--- src/rtl/mode_select_fsm.sv ---
// rtl/mode_select_fsm.sv - game mode menu FSM with synchronized, debounced buttons and quit hold
// Buttons are synchronized, debounced and edge-detected; the FSM drives registered Moore outputs.
module mode_select_fsm #(
    parameter int DEBOUNCE_CYCLES  = 1000000,
    parameter int QUIT_HOLD_CYCLES = 100000000
) (
    input  logic       clock,
    input  logic       reset_n,
    input  logic       select_mode_screen,
    input  logic       btn_up,
    input  logic       btn_down,
    input  logic       btn_enter,
    input  logic       btn_quit,
    input  logic       tutorial_done,
    input  logic       play_again,
    output logic [1:0] cursor,
    output logic       selected_a_mode,
    output logic       two_player_mode,
    output logic       tutorial_mode,
    output logic       end_game_early,
    output logic       end_tutorial
);

    localparam int DW = $clog2(DEBOUNCE_CYCLES + 1);
    localparam int QW = $clog2(QUIT_HOLD_CYCLES + 1);

    typedef enum logic [2:0] {
        IDLE, MENU, ONE_PLAYER, TWO_PLAYER, TUTORIAL, DONE
    } state_t;

    logic [3:0]    raw;
    logic [3:0]    sync1, sync2, deb;
    logic [2:0]    deb_q;
    logic [DW-1:0] deb_cnt [4];
    logic          press_up, press_down, press_enter, quit_level;
    state_t        state;
    logic [QW-1:0] quit_cnt;

    assign raw = {btn_quit, btn_enter, btn_down, btn_up};

    // Bit order in all button vectors: 0 up, 1 down, 2 enter, 3 quit.
    always_ff @(posedge clock or negedge reset_n) begin
        if (!reset_n) begin
            sync1 <= '0;
            sync2 <= '0;
            deb   <= '0;
            deb_q <= '0;
            for (int i = 0; i < 4; i++) deb_cnt[i] <= '0;
        end else begin
            sync1 <= raw;
            sync2 <= sync1;
            deb_q <= deb[2:0];
            for (int i = 0; i < 4; i++) begin
                if (sync2[i] == deb[i]) begin
                    deb_cnt[i] <= '0;
                end else if (deb_cnt[i] == DW'(DEBOUNCE_CYCLES - 1)) begin
                    deb_cnt[i] <= '0;
                    deb[i]     <= sync2[i];
                end else begin
                    deb_cnt[i] <= deb_cnt[i] + 1'b1;
                end
            end
        end
    end

    assign press_up    = deb[0] & ~deb_q[0];
    assign press_down  = deb[1] & ~deb_q[1];
    assign press_enter = deb[2] & ~deb_q[2];
    assign quit_level  = deb[3];

    always_ff @(posedge clock or negedge reset_n) begin
        if (!reset_n) begin
            state           <= IDLE;
            cursor          <= 2'd0;
            quit_cnt        <= '0;
            selected_a_mode <= 1'b0;
            two_player_mode <= 1'b0;
            tutorial_mode   <= 1'b0;
            end_game_early  <= 1'b0;
            end_tutorial    <= 1'b0;
        end else begin
            case (state)
                IDLE: begin
                    if (select_mode_screen) begin
                        state  <= MENU;
                        cursor <= 2'd0;
                    end
                end
                MENU: begin
                    quit_cnt <= '0;
                    if (!select_mode_screen) begin
                        state  <= IDLE;
                        cursor <= 2'd0;
                    end else if (press_enter) begin
                        case (cursor)
                            2'd0: begin
                                state           <= ONE_PLAYER;
                                selected_a_mode <= 1'b1;
                            end
                            2'd1: begin
                                state           <= TWO_PLAYER;
                                two_player_mode <= 1'b1;
                            end
                            default: begin
                                state           <= TUTORIAL;
                                selected_a_mode <= 1'b1;
                                tutorial_mode   <= 1'b1;
                            end
                        endcase
                    end else if (press_up) begin
                        cursor <= (cursor == 2'd0) ? 2'd2 : cursor - 2'd1;
                    end else if (press_down) begin
                        cursor <= (cursor == 2'd2) ? 2'd0 : cursor + 2'd1;
                    end
                end
                ONE_PLAYER, TWO_PLAYER: begin
                    // The counter saturates at the hold length; reaching it ends the game.
                    if (!quit_level) begin
                        quit_cnt <= '0;
                    end else if (quit_cnt == QW'(QUIT_HOLD_CYCLES - 1)) begin
                        quit_cnt       <= QW'(QUIT_HOLD_CYCLES);
                        state          <= DONE;
                        end_game_early <= 1'b1;
                    end else if (quit_cnt != QW'(QUIT_HOLD_CYCLES)) begin
                        quit_cnt <= quit_cnt + 1'b1;
                    end
                end
                TUTORIAL: begin
                    if (tutorial_done) begin
                        state         <= DONE;
                        tutorial_mode <= 1'b0;
                        end_tutorial  <= 1'b1;
                    end
                end
                DONE: begin
                    if (play_again) begin
                        state           <= IDLE;
                        cursor          <= 2'd0;
                        quit_cnt        <= '0;
                        selected_a_mode <= 1'b0;
                        two_player_mode <= 1'b0;
                        tutorial_mode   <= 1'b0;
                        end_game_early  <= 1'b0;
                        end_tutorial    <= 1'b0;
                    end
                end
                default: state <= IDLE;
            endcase
        end
    end

endmodule

--- config.mk ---
export PLATFORM = sky130hd
export DESIGN_NAME = mode_select_fsm
export DESIGN_NICKNAME = d
export VERILOG_FILES = /design/src/rtl/mode_select_fsm.sv
export SDC_FILE = /design/constraint.sdc
export NUM_CORES = 1
export LEC_CHECK = 0
export ABC_AREA = 0
export BUFFER_PORTS_ARGS = -buffer_cell sky130_fd_sc_hd__buf_4
export CAP_MARGIN = 20
export CORE_UTILIZATION = 57
export DETAILED_ROUTE_END_ITERATION = 6
export PLACE_DENSITY = 0.75
export SLEW_MARGIN = 15
export SYNTH_ARGS = -nofsm -noshare
export SYNTH_HDL_FRONTEND = slang
export SYNTH_SLANG_ARGS = --single-unit
--- constraint.sdc ---
create_clock -name clock -period 2.03 [get_ports clock]
set_input_delay 0.1015 -clock clock [delete_from_list [all_inputs] [get_ports clock]]
set_output_delay 0.1015 -clock clock [all_outputs]
set_load 0.01 [all_outputs]
### Yosys cells after proc, flatten, opt, wreduce, memory -nomap -nowiden

Index checks and enable logic that the tools add are counted.

| cells by class | value |
|---|---|
| add/sub/neg operators | 7 |
| reduce and logical (&&, ||, !) cells | 22 |
| bitwise gates (word level) | 10 |
| equality and inequality tests | 31 |
| multiplexer cells | 50 |

Operators with widths:

| kind | number |
|---|---|
| $mux W20 | 8 |
| $mux W27 | 4 |
| $pmux W27 S3 | 1 |
| $add A20 B1 Y20 const B | 4 |
| $eq A20 B20 Y1 const B | 4 |
| $add A27 B1 Y27 const B | 1 |
| $eq A27 B27 Y1 const B | 1 |
| $ne A27 B27 Y1 const B | 1 |
| $mux W3 | 7 |
| $ne A2 B2 Y1 const B | 9 |
| $mux W2 | 8 |
| $pmux W3 S5 | 1 |
| $reduce_and A5 Y1 | 3 |
| $mux W1 | 14 |
| $reduce_and A6 Y1 | 2 |
| $reduce_bool A3 Y1 | 3 |
| $ne A4 B4 Y1 const B | 2 |
| $pmux W1 S2 | 4 |
| $reduce_and A2 Y1 | 4 |
| $not A1 Y1 | 7 |
| $eq A3 B2 Y1 const B | 2 |
| $eq A3 B3 Y1 const B | 2 |
| $ne A3 B3 Y1 const B | 2 |
| $pmux W2 S3 | 1 |
| other kinds (16) | 25 |

| storage, ports and cells | value |
|---|---|
| input bits | 9 |
| flip-flop bits (word level) | 132 |
| word-level logic and storage cells | 139 |

### Longest topological paths before layout

Gate-level depths: netlist of run 1.

| depth | value |
|---|---|
| word-level depth | 7 |
| depth in mapped cells | 8 |
| gate-level depth less buffers | 7 |

### Worst setup path before layout of run 1

No wires, ideal clock.

| timing | value |
|---|---|
| path type | register to register |
| start | register quit_cnt[6] |
| end | register quit_cnt[8] |
| stages on the path, launching flop included | 7 |
| path slack | 0.063 ns |
| buffers on the path | 1 |
| period minus slack after synthesis | 1.967 ns |
| data required time | 1.906 ns |
| arrival | 1.843 ns |
| path through | dfrtp_1 > or4b_4 > nor4_4 > a21o_2 > buf_6 > nor3_1 > a211o_1 |

| on the way | value |
|---|---|
| cells in the longest elaborated chain, start to end | 5 |

RTL lines:

| what | line | text |
|---|---|---|
| from (decl) | 37 | `logic [QW-1:0] quit_cnt;` |
| from (signal assigned) | 121 | `quit_cnt <= QW'(QUIT_HOLD_CYCLES);` |
| from (signal assigned) | 125 | `quit_cnt <= quit_cnt + 1'b1;` |
| $add A27 B1 Y27 | 125 |  |
| $mux W27 | 124 | `end else if (quit_cnt != QW'(QUIT_HOLD_CYCLES)) begin` |
| $mux W27 | 120 | `end else if (quit_cnt == QW'(QUIT_HOLD_CYCLES - 1)) begin` |
| $mux W27 | 118 | `if (!quit_level) begin` |
| $pmux W27 S3 | 82 | `case (state)` |

Parallel ways exist; a longest one is shown, timed or not. The select of a mux whose other input is x is not followed.
A chain may end at the register's enable or synchronous reset.

### Worst setup path in the final report of run 1

| timing | value |
|---|---|
| start | register quit_cnt[4] |
| end | register quit_cnt[26] |

Same word-level chain as after synthesis.

==> results of run 1 <==
-- power groups by stage --
stage               clock [mW]  sequential, mW  combinational (mW)
floorplan                    0            2.83               0.626
global placement             0            2.83               0.925
global route              3.47            2.80                1.12
finish                    3.31            2.79                1.03
CTS                       3.34            2.79                1.01
detailed placement           0            2.84               0.971
-- what timing repair did --
action | CTS | global route
resized for setup | 6 | 21
hold endpoints to repair | 34 | 0
endpoints found under the setup margin | 15 | 80
hold buffers | 7 | 0
pin swaps | 1 | 15
setup buffers | 0 | 6
-- routing by layer --
metal	up-vias	global-route usage, %	share of wire, %
met5	-	0	0
met4	0	11.0	1.7
met3	25	5.93	4.5
met2	114	42.7	50
met1	2577	31.5	44
li1	2498	-	-
-- layout make-up --
| type | count | area (µm²) |
|---|---|---|
| clock buffer | 21 | 460 |
| clock inverter | 11 | 175 |
| fill | 797 | 3340 |
| inverter | 18 | 67.6 |
| multi-input combinational | 498 | 3320 |
| sequential | 132 | 3310 |
| tap | 143 | 179 |
| timing repair buffer | 71 | 576 |
-- how the worst max path moves through the flow --
stage                                  startpoint  slack [ns]                       end  cells past startpoint
after global placement    quit_cnt[0]$_DFFE_PN0P_        0.03  quit_cnt[22]$_DFFE_PN0P_                      6
after floorplan           quit_cnt[6]$_DFFE_PN0P_        0.06   quit_cnt[8]$_DFFE_PN0P_                      6
after global routing      quit_cnt[3]$_DFFE_PN0P_       -0.11   quit_cnt[2]$_DFFE_PN0P_                      7
final                     quit_cnt[4]$_DFFE_PN0P_       -0.03  quit_cnt[26]$_DFFE_PN0P_                      7
after detailed placement  quit_cnt[0]$_DFFE_PN0P_       -0.08   quit_cnt[6]$_DFFE_PN0P_                      7
after CTS                 quit_cnt[0]$_DFFE_PN0P_       0.004   quit_cnt[6]$_DFFE_PN0P_                      7
-- flip-flops by register name, summed over array words and instances, names as in the netlist --
register         flops
deb                  4
end_game_early       1
deb_q                3
end_tutorial         1
cursor               2
quit_cnt            27
sync1                4
two_player_mode      1
state                3
selected_a_mode      1
sync2                4
deb_cnt             80
tutorial_mode        1
-- synth_stat cells (7+ instances only) --
cell       n
xnor2_1   23
a211o_1    8
nor2b_1   10
or2_2      8
nor3_1    24
ha_1      11
dfrtp_1  132
nand4_1   26
o21ai_0   11
xor2_1    52
a22o_1     7
a21oi_1   11
nand3_1   34
and3_1    22
nor4_1     8
and4_1    11
nand2_1   41
o22ai_1   10
buf_2      8
inv_1     18
nor2_1   103
a21o_1     8
-- worst max-delay path, stage by stage (launching register included) --
cell      delay, ns
dfrtp_1        0.42
or4b_4         0.54
nor4_4         0.23
buf_4          0.19
a21boi_4       0.09
buf_4          0.18
o22ai_1        0.18
a22o_1         0.17
-- kinds of logic after synthesis --
kind of cell | Yosys count | share of synthesized area (%)
mux | 8 | 1.29
simple gates | 325 | 26.1
xor+xnor | 75 | 9.80
compound gates | 79 | 8.40
flops | 132 | 49.3
buf+inv | 39 | 3.10
fa+ha+maj | 11 | 2.05
==> flow_metrics.tcl, run 1 <==
set metrics [dict create \
    hold_depth 3 \
    cts_buffers 17 \
    rsz0062_at_grt "yes" \
    clockPowerShare_pct 46.4 \
    critPathArrivalTime_ns 2.43 \
    max-vdd-ir-drop_v 0.000685 \
    final_core_util_pct 70.8 \
    route.detailed.drc 0 \
    stdcell_area_um2 8080 \
    worstRegToRegCells 7 \
    async_flop_share_pct 100 \
    hp-start "select_mode_screen" \
    seqPwrFrac_pct 39.1 \
    globalplace.congestion 0.839 \
    fin_ws_ns -0.0309 \
    grt_pass1_vias 5286 \
    mostFrequentLayoutCells "130 x dfrtp_1, 103 x nor2_1, 62 x buf_4" \
    violations "setup timing" \
    synthTopCellsByArea "dfrtp_1 49%, xor2_1 6.8%, nor2_1 5.8%, xnor2_1 3.0%, nand3_1 2.5%" \
    synth_area_per_cell_um2 10.0 \
    grt.total_usage_pct 25.5 \
    h-tree-depth 4 \
    cts.path.max_buffers 2 \
    start_kind "flip-flop" \
    via_count 5214 \
    detail-route-antenna-nets 0 \
    area_growth_pct 20.6 \
    grt_pass1_wl_um 24800 \
    clk_pin_slew_ns 0.06 \
    tritoncts "built" \
    root_buffer "clkbuf_16" \
    holdPathEnd "tutorial_mode$_DFFE_PN0P_" \
    hold_viol_final 0 \
    start_util_pct 58.7 \
    synth_top_cell_area_share_pct 49.3 \
    num_antenna_cells 0 \
    detail_route.iter0.violations 314 \
    regToRegStartpoint "quit_cnt[4]$_DFFE_PN0P_" \
    hold_class "input pin to flip-flop" \
    syn_inst 669 \
    dr.pass1.iters 4 \
    synth.ff_latch_count 132 \
    boundaryPins 16 \
    p_comb_share_pct 14.5 \
    p_int_mw 5.28 \
    p_total_mw 7.13 \
    reg2reg_slack_ns -0.03 \
    clock_skew_ns 0.0102 \
    grt_remaining_overflow 0 \
    routedWlPerCell_um 16.2 \
    place_inst 849 \
    swShare_pct 26.0 \
    cts_sinks 132 \
    die_y_um 110 \
    nets 758 \
    rows 39 \
    maxSlewViolCount 0 \
    routed_wl_um 14500 \
    dp_slack_ns -0.0814 \
    fp.coreArea_um2 11400 \
    yosys_warnings 0 \
    seq_area_frac_synth_pct 49.3 \
    synth_edf_count 0 \
    via_per_inst 5.83 \
    crit_required_ns 2.39 \
    ys_types 66 \
    critPathMaxFanout 7 \
    synth_ff_type "dfrtp_1" \
    yosys.area.top_type "dfrtp_1" \
    drive_above_1_share_pct 18.4 \
    critPathCaptureType "flip-flop" \
    die-area_um2 12200 \
    antenna_found_initial 0 \
    power_density_nw_per_um2 883 \
    fmax_ghz 0.485 \
    dp.final_hpwl_um 9410 \
    placed_area_um2 7200 \
    synth_fp_nets 689 \
    layout_commonest_cell "dfrtp_1" \
    leakagePower_nw 3.73 \
    hold_slack_ns 0.0435 \
    drv_cap 0 \
    tns_ns -0.0518 \
    finalSetupViolations 2 \
    io_buffers 15 \
    chipWidth_um 110 \
    layout.cells.non_filler 894 \
    grt_max_degree 57 \
    outcome "finished with violations" \
    crit_type "flip-flop to flip-flop" \
    clk_latency_ns 0.43 \
    timing.final.crit_share_pct 102 \
    p_switching_mw 1.85 \
    min_period_ns 2.06 \
    syn_area_um2 6700 \
    relSlewSlack_pct 68.8 \
    worst_slew_pin_slew_ns 0.469 \
    r2r-end "quit_cnt[26]$_DFFE_PN0P_" \
]
Power figures use the tool's default switching activity.
==> run 2: changes to the inputs <==
Settings changed: CTS_BUF_LIST set to sky130_fd_sc_hd__clkbuf_8 sky130_fd_sc_hd__clkbuf_16, PLACE_DENSITY 0.75 to 0.73.
==> flow_metrics.tcl, run 2 (synthesis gave the netlist of run 1 again) <==
set metrics [dict create \
    outcome "completed" \
    boundaryPins 16 \
    rows 39 \
    root_buffer "clkbuf_16" \
    maxSlewViolCount 0 \
    crit_required_ns 2.39 \
    seqPwrFrac_pct 39.6 \
    stdcell_area_um2 8080 \
    relSlewSlack_pct 54.2 \
    via_per_inst 5.77 \
    p_int_mw 5.12 \
    cts_buffers 17 \
    drv_cap 0 \
    grt_max_degree 133 \
    fmax_ghz 0.500 \
    start_util_pct 58.7 \
    die_y_um 110 \
    die-area_um2 12200 \
    rsz0062_at_grt "yes" \
    placed_area_um2 7250 \
    hold_class "input pin to flip-flop" \
    power_density_nw_per_um2 869 \
    routed.top_layer "met4" \
    detail-route-antenna-nets 0 \
    min_period_ns 2.00 \
    path_cells "or4b_4, nor4_4, buf_4, a21boi_2, buf_6, o22ai_1, a22o_1" \
    io_buffers 15 \
    area_growth_pct 20.6 \
    p_switching_mw 1.91 \
    chipWidth_um 110 \
    antenna_found_initial 0 \
    cts.path.max_buffers 2 \
    routed_wl_um 14200 \
    clockPowerShare_pct 45.9 \
    start_kind "flip-flop" \
    mostFrequentLayoutCells "130 x dfrtp_1, 103 x nor2_1, 65 x buf_4" \
    max-vdd-ir-drop_v 0.000862 \
    swShare_pct 27.2 \
    p_comb_share_pct 14.5 \
    h-tree-depth 4 \
    num_antenna_cells 0 \
    cts_sinks 132 \
    dp.final_hpwl_um 9250 \
    grt_pass1_vias 5177 \
    finalSetupViolations 0 \
    largest_reg_flops 80 \
    clock_skew_ns 0.00845 \
    dr.pass1.iters 5 \
    layout.cells.non_filler 901 \
    p_total_mw 7.03 \
    fp.coreArea_um2 11400 \
    worst_slew_pin_slew_ns 0.687 \
    hold_viol_final 0 \
    tns_ns 0 \
    dr_wl_met3_um 547 \
    nets 765 \
    critPathMaxFanout 7 \
    clk_latency_ns 0.43 \
    globalplace.congestion 0.854 \
    route.detailed.drc 0 \
    crit_type "flip-flop to flip-flop" \
    clk_pin_slew_ns 0.06 \
    largest_register "deb_cnt" \
    grt.total_usage_pct 24.8 \
    tritoncts "built" \
    drive_above_1_share_pct 19.5 \
    wl_met1_um 6260 \
    layout_commonest_cell "dfrtp_1" \
    critPathArrivalTime_ns 2.36 \
    slowest_stage "or4b_4" \
    place_inst 855 \
    hold_slack_ns 0.0927 \
    detail_route.iter0.violations 306 \
    routedWlPerCell_um 15.8 \
    critPathCaptureType "flip-flop" \
    slowest_delay_ns 0.56 \
    grt_pass1_wl_um 24200 \
    top_regs "deb_cnt: 80 flops, quit_cnt: 27 flops" \
    via_count 5197 \
    timing.final.crit_share_pct 98.5 \
    grt_remaining_overflow 0 \
    wl_met2_um 7110 \
    leakagePower_nw 3.74 \
]
run 2: changes by cell type in the layout (fill, tap and decap cells not counted), sizes merged:
cell         previous run  this run
a21o                   10        11
buf                    64        69
bufinv                  4         3
clkbuf                 21        17
clkinvlp                2         1
dlygate4sd3             7         8
inv                    19        25
run 2: stage by stage:
stage / setup slack, ns / utilization [%]
finish: 0.0307 / 70.8
global route: -0.0635 / 70.8
CTS: -0.00631 / 69.9
detailed placement: -0.0644 / 63.5
global placement: -0.0268 / 63.5
floorplan: 0.0628 / -
run 2: final timing paths:
path / start / endpoint / slack, ns / cells after the start
setup / recovery: quit_cnt[6]$_DFFE_PN0P_ / quit_cnt[26]$_DFFE_PN0P_ / 0.03 / 7
hold / removal: tutorial_done / tutorial_mode$_DFFE_PN0P_ / 0.09 / 4
setup reg to reg: quit_cnt[6]$_DFFE_PN0P_ / quit_cnt[26]$_DFFE_PN0P_ / 0.03 / 7
hold reg to reg: sync1[2]$_DFF_PN0_ / sync2[2]$_DFF_PN0_ / 0.35 / 0
max in group asynchronous: reset_n / deb_cnt[54]$_DFF_PN0_ / 1.19 / 3
min in group asynchronous: reset_n / quit_cnt[19]$_DFFE_PN0P_ / 0.34 / 3
run 2: cell type report:
class,instances,area [µm²]
repair buffers,77,631
clock inverters,15,193
clock buffers,17,425
fillers,845,3330
multi-input cells,499,3280
well taps,143,179
inverters,18,67.6
flip-flops and latches,132,3310
run 2: what timing repair did:
item,4_1_cts,5_1_grt
cloned,0,1
hold endpoints to repair,138,0
resized for setup,5,21
pin swaps,1,3
hold buffers,8,0
endpoints found under the setup margin,14,66
setup buffers,2,3
run 2: worst max-delay path: cells and delay by family, from the launching register on:
family / cells / cell delay [ns]
and+or+nand+nor: 2 / 0.72
AOI/OAI and AO/OA: 3 / 0.44
DFF: 1 / 0.44
buffers and inverters: 2 / 0.34
run 2: per-layer routing:
| metal | GRT usage [%] | up-vias |
|---|---|---|
| met1 | 31.6 | 2554 |
| met4 | 10.6 | 0 |
| met2 | 40.3 | 96 |
| met3 | 6.09 | 28 |
| li1 | - | 2519 |
| met5 | 0 | - |
run 2: power groups by stage:
stage	Clock (mW)	Sequential, mW	Combinational, mW
6_report	3.23	2.78	1.02
5_1_grt	3.38	2.80	1.13
4_1_cts	3.28	2.78	0.980
3_5_place_dp	0	2.83	0.950
3_3_place_gp	0	2.82	0.925
2_1_floorplan	0	2.83	0.626
